**config.mk**
```make
export PLATFORM = sky130hd
export DESIGN_NAME = osd_text_master
export DESIGN_NICKNAME = d
export VERILOG_FILES = /design/src/rtl/osd_text_master.sv
export SDC_FILE = /design/constraint.sdc
export NUM_CORES = 1
export LEC_CHECK = 0
export CAP_MARGIN = 0
export CORE_ASPECT_RATIO = 1.1
export CORE_MARGIN = 3
export CORE_UTILIZATION = 55
export DETAILED_ROUTE_END_ITERATION = 6
export MAX_ROUTING_LAYER = met4
export PLACE_DENSITY = 0.86
export SETUP_SLACK_MARGIN = 0.4
export SLEW_MARGIN = 15
export SYNTH_ARGS = -nofsm -noshare
export SYNTH_HDL_FRONTEND = slang
export SYNTH_SLANG_ARGS = --single-unit
```
**constraint.sdc**
```tcl
create_clock -name clk_i -period 8.1 [get_ports clk_i]
set_clock_uncertainty 0.2 [all_clocks]
set_input_delay 1.62 -clock clk_i [delete_from_list [all_inputs] [get_ports clk_i]]
set_output_delay 1.62 -clock clk_i [all_outputs]
set_load 0.01 [all_outputs]
```
**src/rtl/osd_text_master.sv**
```systemverilog
// osd_text_master: Avalon-MM initiator for the OSD register slave.
// Packs a character stream into byte-enabled writes to the pointer words
// (addresses 1..8), forwards config writes to address 0 and performs a
// read-modify-write status refresh that sets config bit 1.
//
// Handshake: a request on ch_* / cfg_* transfers on a rising edge where its
// valid and ready are both high; valid may be raised at any time, and the
// request (payload included) must be held until it transfers. ready never
// depends on valid of the same channel.
module osd_text_master #(
    parameter int FLUSH_TIMEOUT = 64,
    parameter int TO_W          = 8
) (
    input  logic        clk_i,
    input  logic        rst_ni,
    input  logic        ch_valid,
    output logic        ch_ready,
    input  logic [4:0]  ch_idx,
    input  logic [7:0]  ch_code,
    input  logic        ch_last,
    input  logic        cfg_valid,
    output logic        cfg_ready,
    input  logic [31:0] cfg_data,
    input  logic [3:0]  cfg_be,
    input  logic        refresh_req,
    output logic        busy,
    output logic [3:0]  avalon_m_address,
    output logic [31:0] avalon_m_writedata,
    output logic [3:0]  avalon_m_byteenable,
    output logic        avalon_m_write,
    output logic        avalon_m_read,
    output logic        avalon_m_chipselect,
    input  logic [31:0] avalon_m_readdata,
    input  logic        avalon_m_waitrequest_n,
    output logic [2:0]  dbg_state_o
);

    localparam logic [2:0] S_IDLE    = 3'd0;
    localparam logic [2:0] S_WR_CHAR = 3'd1;
    localparam logic [2:0] S_WR_CFG  = 3'd2;
    localparam logic [2:0] S_RD_CFG  = 3'd3;
    localparam logic [2:0] S_WR_REF  = 3'd4;

    localparam bit              TO_EN    = (FLUSH_TIMEOUT != 0);
    localparam logic [TO_W-1:0] TO_LIMIT = TO_W'(FLUSH_TIMEOUT);

    logic [2:0]      state_q, state_d;
    logic [2:0]      acc_word_q, acc_word_d;
    logic [31:0]     acc_data_q, acc_data_d;
    logic [3:0]      acc_be_q, acc_be_d;
    logic            pend_q, pend_d;
    logic [TO_W-1:0] to_q, to_d;
    logic [31:0]     cfg_data_q, cfg_data_d;
    logic [3:0]      cfg_be_q, cfg_be_d;
    logic [31:0]     rmw_q, rmw_d;
    // Holds both ready outputs low until the first edge after reset release.
    logic            en_q;

    logic       idle;
    logic [1:0] ch_lane;
    logic [2:0] ch_word;
    logic       ch_merge;
    logic       ch_acc;
    logic       cfg_acc;
    logic       flush;

    assign idle     = (state_q == S_IDLE);
    assign ch_lane  = ch_idx[1:0];
    assign ch_word  = ch_idx[4:2];
    // A char merges if the accumulator is empty or it targets the same
    // word on a lane that is still free.
    assign ch_merge = (acc_be_q == 4'd0) ||
                      ((ch_word == acc_word_q) && !acc_be_q[ch_lane]);

    // Config and pending refresh outrank chars; config waits for an empty
    // accumulator so chars already taken reach the bus first.
    assign ch_ready  = en_q && idle && !cfg_valid && !pend_q && ch_merge;
    assign cfg_ready = en_q && idle && (acc_be_q == 4'd0) && !pend_q;
    assign ch_acc    = ch_valid && ch_ready;
    assign cfg_acc   = cfg_valid && cfg_ready;

    assign busy        = !idle || (acc_be_q != 4'd0) || pend_q;
    assign dbg_state_o = state_q;

    // Next-state logic: accumulation, flush decisions and transfer sequencing.
    always_comb begin
        state_d    = state_q;
        acc_word_d = acc_word_q;
        acc_data_d = acc_data_q;
        acc_be_d   = acc_be_q;
        pend_d     = pend_q;
        to_d       = to_q;
        cfg_data_d = cfg_data_q;
        cfg_be_d   = cfg_be_q;
        rmw_d      = rmw_q;
        flush      = 1'b0;
        case (state_q)
            S_IDLE: begin
                if (cfg_acc) begin
                    cfg_data_d = cfg_data;
                    cfg_be_d   = cfg_be;
                    state_d    = S_WR_CFG;
                end else if ((acc_be_q == 4'd0) && pend_q) begin
                    pend_d  = 1'b0;
                    state_d = S_RD_CFG;
                end else begin
                    if (ch_acc) begin
                        acc_data_d[{ch_lane, 3'b000} +: 8] = ch_code;
                        acc_be_d[ch_lane] = 1'b1;
                        acc_word_d        = ch_word;
                        to_d              = '0;
                    end else if (TO_EN && (acc_be_q != 4'd0)) begin
                        to_d = to_q + 1'b1;
                    end
                    // Flush on the accept edge itself when the new char
                    // completes the word or is marked last.
                    flush = (acc_be_d != 4'd0) &&
                            ((ch_acc && ch_last) ||
                             (acc_be_d == 4'hF) ||
                             (ch_valid && !ch_merge) ||
                             cfg_valid || pend_q ||
                             (TO_EN && !ch_acc && (to_d == TO_LIMIT)));
                    if (flush) begin
                        state_d = S_WR_CHAR;
                        to_d    = '0;
                    end
                end
            end
            S_WR_CHAR: begin
                if (avalon_m_waitrequest_n) begin
                    acc_be_d   = 4'd0;
                    acc_data_d = 32'd0;
                    state_d    = S_IDLE;
                end
            end
            S_WR_CFG: begin
                if (avalon_m_waitrequest_n) state_d = S_IDLE;
            end
            S_RD_CFG: begin
                if (avalon_m_waitrequest_n) begin
                    rmw_d   = avalon_m_readdata;
                    state_d = S_WR_REF;
                end
            end
            S_WR_REF: begin
                if (avalon_m_waitrequest_n) state_d = S_IDLE;
            end
            default: state_d = S_IDLE;
        endcase
        // A request seen during a refresh queues exactly one more.
        if (refresh_req) pend_d = 1'b1;
    end

    // Bus outputs decode only registered state, so they move on clock edges.
    always_comb begin
        avalon_m_chipselect = 1'b0;
        avalon_m_write      = 1'b0;
        avalon_m_read       = 1'b0;
        avalon_m_address    = 4'd0;
        avalon_m_writedata  = 32'd0;
        avalon_m_byteenable = 4'd0;
        case (state_q)
            S_WR_CHAR: begin
                avalon_m_chipselect = 1'b1;
                avalon_m_write      = 1'b1;
                avalon_m_address    = {1'b0, acc_word_q} + 4'd1;
                avalon_m_writedata  = acc_data_q;
                avalon_m_byteenable = acc_be_q;
            end
            S_WR_CFG: begin
                avalon_m_chipselect = 1'b1;
                avalon_m_write      = 1'b1;
                avalon_m_writedata  = cfg_data_q;
                avalon_m_byteenable = cfg_be_q;
            end
            S_RD_CFG: begin
                avalon_m_chipselect = 1'b1;
                avalon_m_read       = 1'b1;
                avalon_m_byteenable = 4'hF;
            end
            S_WR_REF: begin
                avalon_m_chipselect = 1'b1;
                avalon_m_write      = 1'b1;
                avalon_m_writedata  = rmw_q | 32'h0000_0002;
                avalon_m_byteenable = 4'hF;
            end
            default: ;
        endcase
    end

    // State registers; reset aborts any transfer in flight.
    always_ff @(posedge clk_i or negedge rst_ni) begin
        if (!rst_ni) begin
            state_q    <= S_IDLE;
            acc_word_q <= 3'd0;
            acc_data_q <= 32'd0;
            acc_be_q   <= 4'd0;
            pend_q     <= 1'b0;
            to_q       <= '0;
            cfg_data_q <= 32'd0;
            cfg_be_q   <= 4'd0;
            rmw_q      <= 32'd0;
            en_q       <= 1'b0;
        end else begin
            state_q    <= state_d;
            acc_word_q <= acc_word_d;
            acc_data_q <= acc_data_d;
            acc_be_q   <= acc_be_d;
            pend_q     <= pend_d;
            to_q       <= to_d;
            cfg_data_q <= cfg_data_d;
            cfg_be_q   <= cfg_be_d;
            rmw_q      <= rmw_d;
            en_q       <= 1'b1;
        end
    end

endmodule

```
==> reports/results.tsv <==
stage	metric	value	unit
route	wire per inst	19.73	um
route	DR iter-0 viols	453	
setup_path	RR Endpoint	acc_data_q[1]	
yosys	Syn. warnings	0	
run	MaxCap Viol Count	0	
clock_network	Root Driver	clkbuf_16	
clock_network	post-cts resize count	0	
pwr	peak supply drop	0.0001932	V
setup_path	Worst Setup Path Type	in2out	
yosys	synthesized instance count	584	
pwr	Seq pwr share	34.4	%
route	antenna-violating nets left	0	
global_route	largest net degree at the start of global routing	91	
clock_network	Worst-Skew Late Latency	0.42	ns
global_route	gr ovfl total	0	
pwr	Comb pwr share	34.5	%
setup_path	Reg2Reg Depth	8	
setup_path	most frequent cell on the critical path	clkdlybuf4s50_1	
yosys	EDFF count, synth	0	
setup_path	slowest stage delay, CP	0.61	ns
setup_path	CP Launch Point	ch_idx[1]	
floorplan	Core Region	10540	sq um
timing	fin worst setup slack	2.167	ns
clock_network	CTS tree	yes	
hold_path	min-delay worst type	reg2reg	
global_route	global-route wire length before repair	27.20	mm
layout	fin nets	801	
place	DP HPWL	10.78	mm
timing	Slew headroom	34.93	%
layout	final core utilization	77.07	%
timing	RSZ-0062 raised after global routing	false	
yosys	ys flop type	dfrtp_1	
yosys	Yosys cell types	60	
timing	max-slew violation count	0	
clock_network	clk sinks	119	
route	drt first pass iters	5	
setup_path	Critical Path Fanout Max	7	
timing	setup TNS	0	ns
status	outcome	completed	
pwr	Leak	3.529	nW
floorplan	Initial Utilization	56.92	%
floorplan	Die Y	115.5	um
timing	Final min period	5.933	ns
pwr	sw power	0.9157	mW
layout	antenna cell count	0	
pwr	Clk pwr share	31.1	%
timing	slew at the pin closest to its max-slew limit	0.9726	ns
pwr	switch share	32.89	%
route	wirelength, routed	17.03	mm
route	vias	5266	
setup_path	Critical Path Source Type	input pin	
yosys	register area share after synthesis	49.64	%
timing	Hold Violations, Final	0	
clock_network	postcts setup bufs	0	
floorplan	row cnt	39	
setup_path	Slowest cell on crit path	or4_4	
route	via/cell ratio	6.102	
layout	area grow syn2layout	35.39	%
clock_network	H-tree Lvls	4	
setup_path	required time of the critical path	6.28	ns
setup_path	flop2flop setup slack	4.74	ns
pwr	Pint	1.868	mW
yosys	Yosys reg bits	119	
clock_network	Clock transition at path regs	0.06	ns
timing	period utilisation layout	73.25	%
clock_network	CTS max path bufs	2	
route	DR DRC count	0	
yosys	Async SR Flop Fraction	100.0	%
pwr	power density over the cells	342.8	nW/um^2
setup_path	reg-to-reg startpoint	dbg_state_o[0]	
setup_path	CP endpoint kind	primary output	
layout	share of cells above drive strength 1	19.03	%
timing	# setup viols final	0	
place	Placed Instance Area	7431	sq um
clock_network	CTS Hold Buffers Added	0	
setup_path	CP Capture Point	ch_ready	
global_route	total track usage	29.34	%
place	pre-CTS WS	2.203	ns
yosys	Mapped Nets	678	
layout	post-route cell area	8123	sq um
place	port bufs	135	
floorplan	DIE AREA	12200	sq um
yosys	Mapped Area	6000	sq um
setup_path	CP Data Arrival Time	4.11	ns
place	Placer Congestion	0.9007	
timing	fmax	168.5	MHz
clock_network	total CTS buffers	17	
global_route	vias in the first global route	5451	
floorplan	I/O pin total	137	
global_route	initial antenna violation count	0	
yosys	Synth Area per Inst	10.27	sq um
setup_path	Critical Path, Cell by Cell	clkdlybuf4s50_1, mux4_2, or4_4, a21oi_1, clkdlybuf4s50_1	
floorplan	Die X-Extent	105.6	um
[cells by family (layout without fill, tap and decap cells)]
| logic type | Yosys count | count (layout) | synth area share [%] |
|---|---|---|---|
| flops | 119 | 119 | 49.64 |
| buf+inv | 47 | 183 | 3.232 |
| other cells | 1 | 1 | 0.06251 |
| fa+ha+maj | 6 | 6 | 1.251 |
| xor+xnor | 6 | 6 | 0.8761 |
| compound gates | 119 | 119 | 13.58 |
| simple gates | 212 | 212 | 17.31 |
| mux | 74 | 74 | 14.06 |
[synthesized netlist by cell type, types with 4 or more instances]
cell / count / area, sq um
o21ai_0: 44 / 220.2
a21oi_1: 12 / 60.06
nand2_1: 88 / 330.3
ha_1: 6 / 75.07
clkbuf_1: 28 / 105.1
nand3_1: 67 / 335.3
dfrtp_1: 119 / 2978
nor2_1: 14 / 52.55
nand4_1: 4 / 25.02
a22oi_1: 32 / 240.2
and2_1: 4 / 25.02
mux2_2: 72 / 810.8
inv_1: 9 / 33.78
o21a_1: 4 / 30.03
buf_1: 6 / 22.52
[registers in the layout (all words and copies together), names as in the netlist]
name and count:
acc_be_q 4, acc_data_q 32, acc_word_q 3, cfg_be_q 4
cfg_data_q 32, dbg_state_o 3, en_q 1, pend_q 1
rmw_q 31, to_q 8
[through the flow]
stage | total power, mW | hold WS, ns | std cells
floorplan | 1.501 | 0.2606 | 584
global placement | 1.840 | 0.2809 | 831
detailed placement | 1.891 | 0.2823 | 831
CTS | 2.775 | 0.3032 | 863
global route | 2.915 | 0.3200 | 863
finish | 2.784 | 0.3048 | 863
[area by class of cell]
class                           count  area [sq um]
Timing Repair Buffer              142          1405
Fill cell                         639          2417
Inverter                            9         33.78
Sequential cell                   119          2978
Clock buffer                       17         425.4
Multi-Input combinational cell    418          2853
Tap cell                          143         178.9
Clock inverter                     15         249.0
[layer usage]
layer | part of all wire [%] | track usage, % | vias up
li1 | - | - | 2360
met1 | 39 | 33.95 | 2600
met2 | 52 | 49.96 | 257
met3 | 6.5 | 5.070 | 49
met4 | 2.9 | 14.34 | 0
met5 | 0 | - | -
[worst max-delay path: cells and delay by family]
family / cells / cell delay [ns]
AO/OA/AOI/OAI: 1 / 0.20
buffers and inverters: 2 / 1.14
AND/OR/NAND/NOR: 1 / 0.61
multiplexers: 1 / 0.53
[how the worst min path moves through the flow]
stage / start / end / slack, ns / cells after the start
after CTS: acc_data_q[10] / acc_data_q[10] / 0.30 / 2
after detailed placement: acc_data_q[16] / acc_data_q[16] / 0.28 / 2
final: rmw_q[2] / rmw_q[2] / 0.30 / 1
after global placement: acc_data_q[26] / acc_data_q[26] / 0.28 / 2
after floorplan: acc_data_q[0] / acc_data_q[0] / 0.26 / 2
after global routing: rmw_q[25] / rmw_q[25] / 0.32 / 1
[power by group through the flow]
stage	Sequential (mW)	Clock, mW	Combinational [mW]
6_report	0.958	0.866	0.960
3_5_place_dp	0.952	0	0.939
5_1_grt	0.981	0.896	1.04
2_1_floorplan	0.898	0	0.602
4_1_cts	0.950	0.868	0.956
3_3_place_gp	0.935	0	0.905
[layout by cell type, fill, tap and decap left out, types with 3 or more instances in the layout]
cell type	n
nor3b_1	3
a21oi_1	12
a22oi_1	32
inv_6	3
and2_1	3
nand2_2	3
xnor2_1	3
bufinv_16	6
o21a_1	4
xor2_1	3
nand3_1	67
clkbuf_16	17
mux2_2	72
ha_1	6
a41oi_1	3
buf_4	7
or3_1	3
nand4_1	4
inv_1	9
nand2_1	87
clkdlybuf4s50_1	134
nor2_1	14
dfrtp_1	119
o21ai_0	44
Note: power is estimated with default switching activity, not from simulation.
